$ cat src/rtl/blink_monitor.sv
// Receive-side checker for the health blink line: measures the interval between
// toggles and reports lock (healthy), stuck line or out-of-window toggle rate.
module blink_monitor #(
  parameter int MIN_HALF   = 3,
  parameter int MAX_HALF   = 5,
  parameter int LOCK_COUNT = 3,
  parameter int CNT_W      = 16
) (
  input  logic             clk,
  input  logic             rst,
  input  logic             blink_in,
  output logic             healthy,
  output logic             stuck_fault,
  output logic             rate_fault,
  output logic [CNT_W-1:0] half_period,
  output logic             half_valid
);

  localparam int G_W = $clog2(LOCK_COUNT + 1);
  localparam logic [CNT_W-1:0] MIN_C  = CNT_W'(MIN_HALF);
  localparam logic [CNT_W-1:0] MAX_C  = CNT_W'(MAX_HALF);
  localparam logic [G_W-1:0]   LOCK_C = G_W'(LOCK_COUNT);

  typedef enum logic [1:0] {SEARCH, TRACK, HEALTHY, FAULT} state_e;

  state_e           state_q, state_d;
  logic             s1_q, s2_q, s3_q;
  logic [CNT_W-1:0] cnt_q, cnt_d;
  logic [G_W-1:0]   g_q, g_d;
  logic             seen_q, seen_d;
  logic             stuck_q, stuck_d;
  logic             rate_q, rate_d;
  logic             healthy_q, healthy_d;
  logic [CNT_W-1:0] hp_q, hp_d;
  logic             hv_q, hv_d;

  logic edge_ev, legal, timeout;

  assign edge_ev = s2_q ^ s3_q;
  assign legal   = (cnt_q >= MIN_C) && (cnt_q <= MAX_C);
  // An edge on the timeout cycle is judged as a (too long) interval, not as stuck.
  assign timeout = !edge_ev && (cnt_q > MAX_C);

  always_comb begin
    state_d = state_q;
    g_d     = g_q;
    seen_d  = seen_q;
    stuck_d = stuck_q;
    rate_d  = rate_q;
    hp_d    = hp_q;
    hv_d    = 1'b0;
    cnt_d   = edge_ev ? CNT_W'(1) : ((&cnt_q) ? cnt_q : cnt_q + 1'b1);

    // The first edge after reset has no preceding edge, so nothing is reported.
    if (edge_ev) begin
      seen_d = 1'b1;
      if (seen_q) begin
        hv_d = 1'b1;
        hp_d = cnt_q;
      end
    end

    case (state_q)
      SEARCH: begin
        if (edge_ev) begin
          state_d = TRACK;
          g_d     = '0;
        end else if (timeout) begin
          state_d = FAULT;
          stuck_d = 1'b1;
        end
      end
      TRACK: begin
        if (edge_ev) begin
          if (legal) begin
            g_d = g_q + 1'b1;
            if (g_q + 1'b1 == LOCK_C) state_d = HEALTHY;
          end else begin
            state_d = FAULT;
            rate_d  = 1'b1;
          end
        end else if (timeout) begin
          state_d = FAULT;
          stuck_d = 1'b1;
        end
      end
      HEALTHY: begin
        if (edge_ev && !legal) begin
          state_d = FAULT;
          rate_d  = 1'b1;
        end else if (timeout) begin
          state_d = FAULT;
          stuck_d = 1'b1;
        end
      end
      FAULT: begin
        if (edge_ev) begin
          if (legal) begin
            g_d     = G_W'(1);
            state_d = (LOCK_COUNT == 1) ? HEALTHY : TRACK;
          end else begin
            rate_d = 1'b1;
          end
        end else if (timeout) begin
          stuck_d = 1'b1;
        end
      end
      default: state_d = SEARCH;
    endcase

    if (state_d == HEALTHY && state_q != HEALTHY) begin
      stuck_d = 1'b0;
      rate_d  = 1'b0;
    end
    healthy_d = (state_d == HEALTHY);
  end

  always_ff @(posedge clk) begin
    if (rst) begin
      s1_q      <= 1'b0;
      s2_q      <= 1'b0;
      s3_q      <= 1'b0;
      state_q   <= SEARCH;
      cnt_q     <= '0;
      g_q       <= '0;
      seen_q    <= 1'b0;
      stuck_q   <= 1'b0;
      rate_q    <= 1'b0;
      healthy_q <= 1'b0;
      hp_q      <= '0;
      hv_q      <= 1'b0;
    end else begin
      s1_q      <= blink_in;
      s2_q      <= s1_q;
      s3_q      <= s2_q;
      state_q   <= state_d;
      cnt_q     <= cnt_d;
      g_q       <= g_d;
      seen_q    <= seen_d;
      stuck_q   <= stuck_d;
      rate_q    <= rate_d;
      healthy_q <= healthy_d;
      hp_q      <= hp_d;
      hv_q      <= hv_d;
    end
  end

  assign healthy     = healthy_q;
  assign stuck_fault = stuck_q;
  assign rate_fault  = rate_q;
  assign half_period = hp_q;
  assign half_valid  = hv_q;

endmodule

$ cat config.mk
export PLATFORM = sky130hd
export DESIGN_NAME = blink_monitor
export DESIGN_NICKNAME = d
export VERILOG_FILES = /design/src/rtl/blink_monitor.sv
export SDC_FILE = /design/constraint.sdc
export NUM_CORES = 1
export LEC_CHECK = 0
export BUFFER_PORTS_ARGS = -buffer_cell sky130_fd_sc_hd__buf_4
export CAP_MARGIN = 20
export CORE_MARGIN = 10
export CORE_UTILIZATION = 57
export CTS_CLUSTER_DIAMETER = 60
export DETAILED_ROUTE_END_ITERATION = 10
export PLACE_DENSITY = 0.87
export SLEW_MARGIN = 15
export SYNTH_ARGS = -nofsm -noshare
export SYNTH_HDL_FRONTEND = slang
export SYNTH_SLANG_ARGS = --single-unit
$ cat constraint.sdc
create_clock -name clk -period 2.4 [get_ports clk]
set_clock_uncertainty 0.15 [all_clocks]
set_input_delay 0.12 -clock clk [delete_from_list [all_inputs] [get_ports clk]]
set_output_delay 0.12 -clock clk [all_outputs]
set_load 0.03 [all_outputs]
==> impl_metrics.tcl <==
set metrics [dict create \
    grt_pass1_vias 1645 \
    p_sw_mw 0.316 \
    critPathMaxFanout 10 \
    num_rows 21 \
    critPathSlowestCell "dfxtp_1" \
    worstMarginPinSlew_ns 0.643 \
    numCtsBuffers 5 \
    drt_wl_total_um 4530 \
    vias 1832 \
    cp.arrival_ns 2.30 \
    reg2regPathDepth 5 \
    hp-start "s1_q" \
    power_leakage_nw 0.851 \
    p_comb_share_pct 7.8 \
    dieHeight_um 79.4 \
    placed_cell_area_um2 2210 \
    dr.pass1.iters 5 \
    grt_pass1_wl_um 7570 \
    detail_route.wl_per_cell_um 14.9 \
    async_flop_share_pct 0 \
    worst_slack_ns 0.213 \
    diodes 0 \
    end_kind "flip-flop" \
    final.setup.tns_ns 0 \
    cts_tree "done" \
    critical_path.cell_chain "ha_1 -> nor3_1 -> nor4_1 -> o211ai_2 -> a2111oi_2" \
    cts_max_level 2 \
    die_x_um 79.4 \
    hold_viol 0 \
    internal_power_mw 0.999 \
    slew_viol_final 0 \
    drive_gt1_share_pct 19.0 \
    avgSynthCellArea_um2 8.74 \
    yosysSeqAreaShare_pct 43.8 \
    drtIter0Drc 206 \
    seqPwrFrac_pct 57.6 \
    vdd_ir_drop_max_v 0.000314 \
    postCtsSetupBuffers 0 \
    drv_cap 0 \
    yosysUniqueCellTypes 44 \
    hpwl_um 3230 \
    synth_top_cell_area_share_pct 43.8 \
    ant_nets 0 \
    powerDensity_nw_per_um2 567 \
    worstPathRequired_ns 2.51 \
    grt_max_degree 33 \
    hp-class "reg -> reg" \
    yosys_register_bits 44 \
    clockPowerShare_pct 34.6 \
    synth_area_leader_cell "dfxtp_1" \
    dominantRegCellSynth "dfxtp_1" \
    clockBufferDepth 2 \
    final_core_util_pct 69.0 \
    synth_nets 237 \
    worst_setup_path_start_kind "flip-flop" \
    setup_viol 0 \
    r2r_start "cnt_q[0]" \
    power.total_mw 1.32 \
    cpPeakStageDelay_ns 0.46 \
    worst-path-stages 5 \
    yosys_warnings 0 \
    routabilityCongestion 0.855 \
    portBuffers 22 \
    period_minus_slack_ns 2.19 \
    min_period_over_period_pct 91.1 \
    syn_inst 230 \
    fin_area_um2 2320 \
    hold_depth 1 \
    outcome "finished, final reports clean" \
    crit_buf_inv 0 \
    grt_overflow 0 \
    maxSlewHeadroom_pct 56.8 \
    path_delay_family "simple AND/OR/NAND/NOR gates" \
    core_area_um2 3360 \
    yosysMostFrequentCell "dfxtp_1" \
    crit_type "reg -> reg" \
    rsz0062_at_grt "false" \
    crit_start "cnt_q[0]" \
    io_pins 23 \
    switching_share_pct 24.0 \
    pre_cts_ws_ns 0.254 \
    synth_area_leaders "dfxtp_1 (44%), nand2_1 (8.0%), a21oi_1 (7.5%)" \
    area_delta_synth_final_pct 15.4 \
    dieArea_um2 6300 \
    fillers 275 \
    clk_latency_ns 0.37 \
    nNetsFinal 264 \
    cts_root_buffer "clkbuf_4" \
    clock.fmax_mhz 457 \
    drc 0 \
    clk_pin_slew_ns 0.12 \
    antenna_found_initial 0 \
    grt_usage_pct 14.6 \
    synthTopCellsByCount "dfxtp_1 (44), nand2_1 (43), a21oi_1 (30), nor2_1 (9)" \
    syn_area_um2 2010 \
    vias_per_cell 6.03 \
    start_util_pct 59.8 \
    clock_sinks 44 \
    synth_edf_count 0 \
]
-- sequential cells by signal (all words and copies together), names as in the netlist --
name         flops
stuck_fault      1
rate_fault       1
half_period     16
s1_q             1
s3_q             1
cnt_q           16
healthy          1
g_q              2
half_valid       1
s2_q             1
state_q          2
seen_q           1
-- per-layer routing --
layer,track usage [%],up-vias,part of all wire [%]
met4,7.17,0,2.2
met2,22.4,82,47
met1,17.4,844,42
li1,-,892,-
met3,5.41,14,8.3
met5,0,-,0
-- final timing paths --
check	to	slack, ns
setup / recovery	healthy	0.21
hold / removal	s2_q	0.30
setup reg to reg	healthy	0.21
hold reg to reg	s2_q	0.30
-- power groups by stage --
stage	clock network, mW	logic (mW)	registers (mW)
final	0.455	0.102	0.758
after global routing	0.484	0.113	0.760
after CTS	0.461	0.101	0.758
after detailed placement	0	0.0966	0.774
after global placement	0	0.0935	0.773
after floorplan	0	0.0666	0.776
-- final cells by class --
class	instances	area [um^2]	area share [%]
clock buffers	5	37.5	1.62
inverters	6	22.5	0.970
clock inverters	3	42.5	1.83
repair buffers	31	240	10.4
flip-flops and latches	44	881	38.0
well taps	46	57.6	2.48
multi-input cells	169	1040	44.8
-- per-stage QoR --
step | std cells | hold WS (ns)
finish | 304 | 0.299
global route | 304 | 0.308
CTS | 304 | 0.306
detailed placement | 293 | 0.199
global placement | 293 | 0.185
floorplan | 230 | 0.0982
-- cells by family after synthesis --
kind of cell	after synthesis	synth area share (%)
mux	2	1.06
flops	44	43.8
buf+inv	17	4.48
compound gates	56	17.2
simple gates	102	28.7
xor+xnor	5	2.18
fa+ha+maj	4	2.49
-- what timing repair did --
action	CTS	global route
hold buffers	3	0
hold endpoints to repair	20	0
resized for setup	0	0
-- placed cells by master (no fill, tap or decap), types with 2 or more instances in the layout --
master         Yosys  final
and4_1             2      2
nor2_1             9      9
nor3_1             6      6
inv_1              6      6
a31oi_1            6      6
dfxtp_1           44     44
nand2_1           43     43
a311oi_1           2      2
o31ai_1            5      5
nor2b_1            4      4
or4_4              2      2
nor4_4             3      3
clkbuf_4           0      5
xnor2_1            4      4
a21oi_1           30     30
and3_2             2      2
nor3b_1            3      3
o21ai_0            5      5
nand3_1            5      5
nor4_1             4      4
or3_1              3      3
dlygate4sd3_1      0      3
buf_4              1     28
nand4_1            5      5
or4_1              5      5
ha_1               4      4
Note: power is estimated with default switching activity, not from simulation.
